`src/rtl/gpio_pkg.sv`:
```
`default_nettype none
// ============================================================================
// Module      : gpio_pkg
// Description : Shared constants and types for the gpio_port peripheral:
//               register word offsets (address[4:2]), the bus FSM state
//               type and the write mask for the EDGE register.
// Revision    : 1.0 - initial release
// ============================================================================
package gpio_pkg;

    localparam int GPIO_MAX_WIDTH = 32;

    // Register selectors as seen on address[4:2] (byte offset / 4).
    localparam logic [2:0] GPIO_OUT    = 3'd0;
    localparam logic [2:0] GPIO_DIR    = 3'd1;
    localparam logic [2:0] GPIO_IN     = 3'd2;
    localparam logic [2:0] GPIO_SET    = 3'd3;
    localparam logic [2:0] GPIO_CLR    = 3'd4;
    localparam logic [2:0] GPIO_MASK   = 3'd5;
    localparam logic [2:0] GPIO_STATUS = 3'd6;
    localparam logic [2:0] GPIO_EDGE   = 3'd7;

    typedef enum logic [0:0] {
        IDLE = 1'b0,
        ACK  = 1'b1
    } gpio_bus_state_t;

    // Writable bits of EDGE: rising enables in [15:0], falling enables in
    // [31:16]; only pins 0..min(width,16)-1 have detectors.
    function automatic logic [31:0] gpio_edge_wmask(input int width);
        logic [31:0] m;
        m = '0;
        for (int i = 0; i < 16; i++) begin
            if (i < width) begin
                m[i]      = 1'b1;
                m[i + 16] = 1'b1;
            end
        end
        return m;
    endfunction

endpackage
`default_nettype wire

```
`src/rtl/gpio_sync_edge.sv`:
```
`default_nettype none
// ============================================================================
// Module      : gpio_sync_edge
// Description : Two-flop synchronizer for the asynchronous pin inputs plus a
//               one-cycle history register used to detect edges.
//               Optional macro: GPIO_IRQ_EN - when undefined the history
//               register and the rise/fall outputs are removed.
// Ports       : clk, reset (async, active high)
//               pin_in [WIDTH] - raw asynchronous pins
//               sync   [WIDTH] - synchronized pin value
//               rise   [WIDTH] - sync & ~prev  (GPIO_IRQ_EN only)
//               fall   [WIDTH] - ~sync & prev  (GPIO_IRQ_EN only)
// Revision    : 1.0 - initial release
// ============================================================================
module gpio_sync_edge
    import gpio_pkg::*;
#(
    parameter int WIDTH = 16
) (
    input  logic             clk,
    input  logic             reset,
    input  logic [WIDTH-1:0] pin_in,
    output logic [WIDTH-1:0] sync
`ifdef GPIO_IRQ_EN
    ,
    output logic [WIDTH-1:0] rise,
    output logic [WIDTH-1:0] fall
`endif
);

    logic [WIDTH-1:0] sync1_q, sync1_d;
    logic [WIDTH-1:0] sync2_q, sync2_d;

    always_comb begin
        sync1_d = pin_in;
        sync2_d = sync1_q;
    end

    always_ff @(posedge clk or posedge reset) begin
        if (reset) begin
            sync1_q <= '0;
            sync2_q <= '0;
        end else begin
            sync1_q <= sync1_d;
            sync2_q <= sync2_d;
        end
    end

    assign sync = sync2_q;

`ifdef GPIO_IRQ_EN
    logic [WIDTH-1:0] prev_q, prev_d;

    always_comb begin
        prev_d = sync2_q;
    end

    always_ff @(posedge clk or posedge reset) begin
        if (reset) begin
            prev_q <= '0;
        end else begin
            prev_q <= prev_d;
        end
    end

    assign rise = sync2_q & ~prev_q;
    assign fall = ~sync2_q & prev_q;
`endif

endmodule
`default_nettype wire

```
`src/rtl/gpio_port.sv`:
```
`default_nettype none
// ============================================================================
// Module      : gpio_port
// Description : Memory-mapped GPIO port: OUT/DIR registers with atomic
//               SET/CLR, synchronized IN, and masked edge interrupts.
//               Optional macro: GPIO_IRQ_EN - enables MASK, STATUS, EDGE,
//               the edge detector and the arm counter; otherwise irq = 0
//               and those registers read 0.
// Ports       : clk, reset (async, active high)
//               address/data_in/wen/ren  - bus request (address[4:2] decoded)
//               data_out/ready           - one-cycle completion strobe + data
//               gpio_in  [WIDTH]         - asynchronous pins
//               gpio_out [WIDTH]         - OUT register
//               gpio_oe  [WIDTH]         - DIR register (1 = drive)
//               irq                      - |(STATUS & MASK)
// Revision    : 1.0 - initial release
// ============================================================================
module gpio_port
    import gpio_pkg::*;
#(
    parameter int WIDTH  = 16,
    parameter int ADDR_W = 16
) (
    input  logic              clk,
    input  logic              reset,
    input  logic [ADDR_W-1:0] address,
    input  logic [31:0]       data_in,
    input  logic              wen,
    input  logic              ren,
    output logic [31:0]       data_out,
    output logic              ready,
    input  logic [WIDTH-1:0]  gpio_in,
    output logic [WIDTH-1:0]  gpio_out,
    output logic [WIDTH-1:0]  gpio_oe,
    output logic              irq
);

    gpio_bus_state_t  state_q, state_d;
    logic [WIDTH-1:0] out_q, out_d;
    logic [WIDTH-1:0] dir_q, dir_d;
    logic [31:0]      data_out_q, data_out_d;

    logic [2:0]       w_reg_sel;
    logic [WIDTH-1:0] w_wdata;
    logic [WIDTH-1:0] w_sync;
    logic [31:0]      w_rdata;

    assign w_reg_sel = address[4:2];
    assign w_wdata   = data_in[WIDTH-1:0];

    // Upper address bits are decoded outside; data bits above WIDTH are dropped.
    logic unused_bus_bits;
    assign unused_bus_bits = ^{address, data_in};

`ifdef GPIO_IRQ_EN
    localparam logic [31:0] C_EDGE_WMASK = gpio_edge_wmask(WIDTH);

    logic [WIDTH-1:0] mask_q, mask_d;
    logic [WIDTH-1:0] status_q, status_d;
    logic [31:0]      edge_q, edge_d;
    logic [1:0]       arm_q, arm_d;
    logic [WIDTH-1:0] w_rise, w_fall, w_rise_en, w_fall_en, w_edge_hit;

    gpio_sync_edge #(.WIDTH(WIDTH)) u_sync (
        .clk    (clk),
        .reset  (reset),
        .pin_in (gpio_in),
        .sync   (w_sync),
        .rise   (w_rise),
        .fall   (w_fall)
    );

    // Pins 16 and above have no detector.
    for (genvar i = 0; i < WIDTH; i++) begin : g_edge_en
        if (i < 16) begin : g_det
            assign w_rise_en[i] = edge_q[i];
            assign w_fall_en[i] = edge_q[i + 16];
        end else begin : g_nodet
            assign w_rise_en[i] = 1'b0;
            assign w_fall_en[i] = 1'b0;
        end
    end

    // The sync/prev pipeline fills with the reset-time pin level during the
    // first cycles; detection waits until that transient has passed.
    assign w_edge_hit = (arm_q == 2'd3) ? ((w_rise & w_rise_en) | (w_fall & w_fall_en))
                                        : '0;

    assign irq = |(status_q & mask_q);
`else
    gpio_sync_edge #(.WIDTH(WIDTH)) u_sync (
        .clk    (clk),
        .reset  (reset),
        .pin_in (gpio_in),
        .sync   (w_sync)
    );

    assign irq = 1'b0;
`endif

    // Read mux; SET, CLR and unimplemented registers return 0.
    always_comb begin
        w_rdata = '0;
        case (w_reg_sel)
            GPIO_OUT:    w_rdata[WIDTH-1:0] = out_q;
            GPIO_DIR:    w_rdata[WIDTH-1:0] = dir_q;
            GPIO_IN:     w_rdata[WIDTH-1:0] = w_sync;
`ifdef GPIO_IRQ_EN
            GPIO_MASK:   w_rdata[WIDTH-1:0] = mask_q;
            GPIO_STATUS: w_rdata[WIDTH-1:0] = status_q;
            GPIO_EDGE:   w_rdata            = edge_q;
`endif
            default:     w_rdata = '0;
        endcase
    end

    // Bus FSM and register next-state.
    always_comb begin
        state_d    = state_q;
        out_d      = out_q;
        dir_d      = dir_q;
        data_out_d = '0;
        ready      = 1'b0;
`ifdef GPIO_IRQ_EN
        mask_d     = mask_q;
        edge_d     = edge_q;
        status_d   = status_q;
        arm_d      = (arm_q == 2'd3) ? arm_q : arm_q + 2'd1;
`endif

        case (state_q)
            IDLE: begin
                if (wen || ren) begin
                    state_d = ACK;
                end
            end
            ACK: begin
                ready   = 1'b1;
                state_d = IDLE;
            end
            default: state_d = IDLE;
        endcase

        // wen+ren together is a write; data_out stays 0 in that case.
        if (state_q == IDLE && wen) begin
            case (w_reg_sel)
                GPIO_OUT:    out_d    = w_wdata;
                GPIO_DIR:    dir_d    = w_wdata;
                GPIO_SET:    out_d    = out_q | w_wdata;
                GPIO_CLR:    out_d    = out_q & ~w_wdata;
`ifdef GPIO_IRQ_EN
                GPIO_MASK:   mask_d   = w_wdata;
                GPIO_STATUS: status_d = status_q & ~w_wdata;
                GPIO_EDGE:   edge_d   = data_in & C_EDGE_WMASK;
`endif
                default: ;
            endcase
        end else if (state_q == IDLE && ren) begin
            data_out_d = w_rdata;
        end

`ifdef GPIO_IRQ_EN
        // Applied after the W1C so a same-cycle edge keeps the bit set.
        status_d = status_d | w_edge_hit;
`endif
    end

    always_ff @(posedge clk or posedge reset) begin
        if (reset) begin
            state_q    <= IDLE;
            out_q      <= '0;
            dir_q      <= '0;
            data_out_q <= '0;
        end else begin
            state_q    <= state_d;
            out_q      <= out_d;
            dir_q      <= dir_d;
            data_out_q <= data_out_d;
        end
    end

`ifdef GPIO_IRQ_EN
    always_ff @(posedge clk or posedge reset) begin
        if (reset) begin
            mask_q   <= '0;
            status_q <= '0;
            edge_q   <= '0;
            arm_q    <= '0;
        end else begin
            mask_q   <= mask_d;
            status_q <= status_d;
            edge_q   <= edge_d;
            arm_q    <= arm_d;
        end
    end
`endif

    assign data_out = data_out_q;
    assign gpio_out = out_q;
    assign gpio_oe  = dir_q;

endmodule
`default_nettype wire

```
`config.mk`:
```
export PLATFORM = sky130hd
export DESIGN_NAME = gpio_port
export DESIGN_NICKNAME = d
export VERILOG_FILES = /design/src/rtl/gpio_pkg.sv /design/src/rtl/gpio_sync_edge.sv /design/src/rtl/gpio_port.sv
export SDC_FILE = /design/constraint.sdc
export NUM_CORES = 1
export LEC_CHECK = 0
export CORE_MARGIN = 4
export CORE_UTILIZATION = 43
export CTS_CLUSTER_DIAMETER = 200
export DETAILED_ROUTE_END_ITERATION = 8
export PLACE_DENSITY_LB_ADDON = 0.05
export SLEW_MARGIN = 20
export SYNTH_ARGS = -nofsm -noshare
export SYNTH_HDL_FRONTEND = slang
export SYNTH_HIERARCHICAL = 1
export SYNTH_SLANG_ARGS = --single-unit
```
`constraint.sdc`:
```
create_clock -name clk -period 1.6 [get_ports clk]
set_input_delay 0.24 -clock clk [delete_from_list [all_inputs] [get_ports clk]]
set_output_delay 0.24 -clock clk [all_outputs]
set_load 0.02 [all_outputs]
```
Yosys cells after proc, flatten, opt, wreduce, memory -nomap -nowiden
Cells that the tools add are included.
{"block": "classes", "mux": 7, "reduce_logical": 7, "bitwise": 4, "eq_ne": 4}
{"op": "one-hot mux 16 bit (3 select lines)", "count": 2}
{"op": "two-way mux 16 bit", "count": 2}
{"op": "AND 16 bit", "count": 1}
{"op": "NOT 16 bit", "count": 1}
{"op": "OR 16 bit", "count": 1}
{"op": "equality test 3 x 2 -> 1 bit, second input constant", "count": 2}
{"op": "AND reduction 2 bit", "count": 2}
{"op": "equality test 3 x 1 -> 1 bit, second input constant", "count": 1}
{"op": "equality test 3 bit, second input constant", "count": 1}
{"op": "zero test 3 bit", "count": 1}
{"op": "nonzero test 3 bit", "count": 1}
{"op": "logical AND 1 bit", "count": 2}
{"op": "two-way mux 1 bit", "count": 2}
{"op": "one-hot mux 1 bit (2 select lines)", "count": 1}
{"op": "logical OR 1 bit", "count": 1}
{"op": "NOT 1 bit", "count": 1}
{"block": "totals", "regBits": 97, "inputBits": 68}

Depth between registers and ports, before layout
{"block": "logic_depth", "depth_word": 4, "ltp_mapped": 5}

Hierarchy
Netlist, hierarchy kept.
{"module": "gpio_port", "seq_area_each_um2": 1226.2, "area_each_um2": 2553.7, "instances": 1, "cells_per_inst": 221}
{"module": "gpio_sync_edge", "seq_area_each_um2": 800.8, "area_each_um2": 804.5, "instances": 1, "cells_per_inst": 33}

Worst setup path before layout
OpenSTA, ideal clock, no wires.
{"block": "synth_timing", "path_kind": "reg2reg", "from": "reg state_q", "to": "reg dir_q[0], in the netlist gpio_oe[0]", "path_slack_ns": 0.060, "stages_incl_launch_ff": 5, "arrival_ns": 1.415, "setup_time_ns": 0.125, "path_buffers": 1, "synth_period_minus_slack_ns": 1.540, "path_cell_list": "dfrtp_1 -> nor3b_4 -> nand3b_4 -> buf_6 -> mux2_4"}
{"block": "synth_via", "elab_chain_len": 3}
{"element": "start, declared", "line_no": "gpio_port.sv:38", "rtl": "gpio_bus_state_t state_q, state_d;"}
{"element": "start signal, assigned", "line_no": "gpio_port.sv:175", "rtl": "state_q <= state_d;"}
{"element": "NOT 1 bit"}
{"element": "logical AND 1 bit", "line_no": "gpio_port.sv:145", "rtl": "if (state_q == IDLE && wen) begin"}
{"element": "AND reduction 2 bit (no line)"}
{"element": "end signal, assigned", "line_no": "gpio_port.sv:177", "rtl": "dir_q <= dir_d;"}
{"element": "end, declared", "line_no": "gpio_port.sv:40", "rtl": "logic [WIDTH-1:0] dir_q, dir_d;"}
No other way between the ends.
A chain may end at the register's enable or synchronous reset.

Final worst setup path
{"block": "layout_timing", "from": "reg data_out_q[1], in the netlist data_out[1]", "to": "out data_out[1]"}
{"element": "start, declared", "line_no": "gpio_port.sv:41", "rtl": "logic [31:0] data_out_q, data_out_d;"}
{"element": "start signal, assigned", "line_no": "gpio_port.sv:178", "rtl": "data_out_q <= data_out_d;"}
{"element": "end, declared", "line_no": "gpio_port.sv:30", "rtl": "output logic [31:0] data_out,"}
No word-level cell between the ends.

==> results_dict.tcl <==
set metrics [dict create \
    status "finished clean" \
    coreArea_um2 7408 \
    remaining_drc_errors 0 \
    finalNetCount 429 \
    synth-compound-area-share_pct 8.085 \
    globalRouteTotalUtil_pct 16.80 \
    clk_latency_ns 0.34 \
    required_ns 1.36 \
    mostFrequentLayoutCell "dfrtp_1" \
    rsz0062_at_grt "false" \
    grt_util_met1_pct 21.27 \
    cp_cell_sequence "clkdlybuf4s50_1" \
    setup_viol 0 \
    die_h_um 96.38 \
    die-area_um2 9288 \
    wire_per_inst_um 16.23 \
    reg2reg_from "state_q" \
    use_met3_pct 4.028 \
    worst-path-buf-inv 1 \
    synthXorXnorAreaFrac_pct 0.2608 \
    syn_area_um2 3358 \
    pre_cts_ws_ns -0.3888 \
    dieWidth_um 96.38 \
    cp-startpoint "data_out[1]" \
    port-buffer-count 87 \
    drive_above_1_share_pct 20.55 \
    r2r-end "gpio_oe[1]" \
    synthArstFlopShare_pct 100.0 \
    grt_max_degree 33 \
    cts.htree.levels 3 \
    crit_path_max_incr_delay_ns 0.60 \
    finalHoldViolations 0 \
    critPathTopFamily "buffers and inverters" \
    first_iter_violations 57 \
    r2r_slack_ns 0.16 \
    fmax_mhz 650.7 \
    vias_per_cell 4.858 \
    slowest_stage "clkdlybuf4s50_1" \
    synth_fa_ha_area_share_pct 0 \
    p_leak_nw 2.282 \
    worstSetupPathType "reg2out" \
    avgSynthCellArea_um2 13.22 \
    layout_common_cells "dfrtp_1 (81), clkdlybuf4s50_1 (54), dlygate4sd2_1 (24), buf_4 (20), nor2b_1 (18)" \
    hold_path.class "in2async" \
    cts_setup_buffers 0 \
    clockBufferDepth 2 \
    grt.overflow.total 0 \
    first_pass_iters 4 \
    synthMuxAreaShare_pct 11.25 \
    wirelength_um 7533 \
    finalCritPeriodShare_pct 96.05 \
    gp_congestion 0.7926 \
    arrival_ns 1.30 \
    io_pins 134 \
    fin_ws_ns 0.06326 \
    root_buffer "clkbuf_8" \
    skew_ns 0.007498 \
    diodes 0 \
    synth-main-ff-cell "dfrtp_1" \
    critPathMaxFanout 1 \
    worstSetupEndpoint "data_out[1]" \
    end_kind "output pin" \
    ir_drop_uv 595.7 \
    yosysWarnings 6 \
    period_needed_ns 1.537 \
    grt_pass1_vias 2228 \
    grt_pass1_wl_um 11440 \
    cts_tree "done" \
    n_fill_cell 613 \
    grt_most_used_layer "met2" \
    synth-edff-count 0 \
    utilization_pct 62.46 \
    clk_pin_slew_ns 0.08 \
    synth_cells 254 \
    hpwl_um 5461 \
    dp.cells 449 \
    antenna_found_initial 0 \
    yosys.cell_types.count 27 \
    numCtsBuffers 9 \
    p_per_area_nw_per_um2 1329 \
    synthToLayoutAreaGrowth_pct 37.78 \
    synthSimpleGateAreaFrac_pct 13.30 \
    yosys_register_bits 81 \
    synth_top_family_by_area "simple AND/OR/NAND/NOR gates" \
    fin_cells 464 \
    use_met2_pct 27.43 \
    p_total_w 0.006149 \
    initial_core_util_pct 45.33 \
    reg2regPathDepth 4 \
    maxSlewViolCount 0 \
    start_kind "flip-flop" \
    clock-sinks 81 \
    drv_cap 0 \
    seq_area_frac_synth_pct 60.36 \
    vias 2254 \
    ant_nets 0 \
    rows 31 \
    cp.depth 1 \
]
[kinds of logic after synthesis]
family                 count (synthesis)
multiplexers                          32
AO/OA/AOI/OAI                         35
flip-flops                            81
AND/OR/NAND/NOR                       73
other                                  1
XOR/XNOR                               1
buffers and inverters                 31
[routing by layer]
layer / vias to the layer above / wire length (µm) / share of wire [%]
li1: 1057 / - / -
met1: 1111 / 3160 / 42
met2: 77 / 3756 / 50
met3: 9 / 497 / 6.6
met4: 0 / 120 / 1.6
met5: - / 0 / 0
[registers in the layout (all words and copies together) (netlist names)]
signal and cells:
data_out 16, gpio_oe 16, gpio_out 16, u_sync/sync1_q 16
u_sync/sync 16, state_q 1
[synth_stat cells (2+ instances only)]
master    count  area share [%]
dfrtp_1      81              60
buf_4        19             4.2
nor2b_1      18             3.4
a21oi_1      16             2.4
a221o_1      16             4.8
and3_1       16             3.0
mux2i_1      16             4.8
nand2_1      16             1.8
or2_2        16             3.0
mux2_4       10             4.5
mux2_2        6             2.0
clkbuf_1      5            0.56
buf_6         3             1.0
inv_1         2            0.22
nor2_1        2            0.22
[how the worst min path moves through the flow]
stage	start	endpoint	slack, ns	cells past startpoint
finish	reset	gpio_out[15]	0.25	2
global placement	u_sync/sync1_q[2]	u_sync/sync[2]	0.33	0
global route	reset	gpio_oe[8]	0.26	2
CTS	reset	gpio_out[15]	0.24	2
detailed placement	u_sync/sync1_q[13]	u_sync/sync[13]	0.33	0
floorplan	gpio_in[0]	u_sync/sync1_q[0]	0.27	0
[layout make-up]
| class | count | area [µm²] | area share (%) |
|---|---|---|---|
| Clock buffer | 9 | 123.9 | 2.677 |
| Clock inverter | 6 | 115.1 | 2.488 |
| Inverter | 2 | 7.507 | 0.1622 |
| Tap cell | 99 | 123.9 | 2.677 |
| Timing Repair Buffer | 109 | 1054 | 22.77 |
| Sequential cell | 81 | 2027 | 43.81 |
| Multi-Input combinational cell | 158 | 1176 | 25.42 |
[where the power goes]
part	internal [W]	total [W]	switching [W]	leakage (nW)
Sequential	0.00237	0.00265	0.000279	0.991
Combinational	0.000873	0.00173	0.000859	1.17
Clock	0.00104	0.00177	0.000727	0.116
Total	0.00428	0.00615	0.00186	2.28
[repair_timing]
item                                    CTS  global route
gates cloned                              0             0
gates resized for setup                  25             9
hold buffers                              0             0
endpoints found under the setup margin   28             9
[through the flow]
stage | instance area (µm²) | setup TNS [ns] | hold WS (ns)
finish | 4627 | 0 | 0.2457
global route | 4627 | 0 | 0.2637
CTS | 4604 | 0 | 0.2431
detailed placement | 4388 | -10.20 | 0.3347
global placement | 4388 | -8.306 | 0.3315
floorplan | 3418 | 0 | 0.2714
No activity file was read; power rests on OpenSTA's default activity.
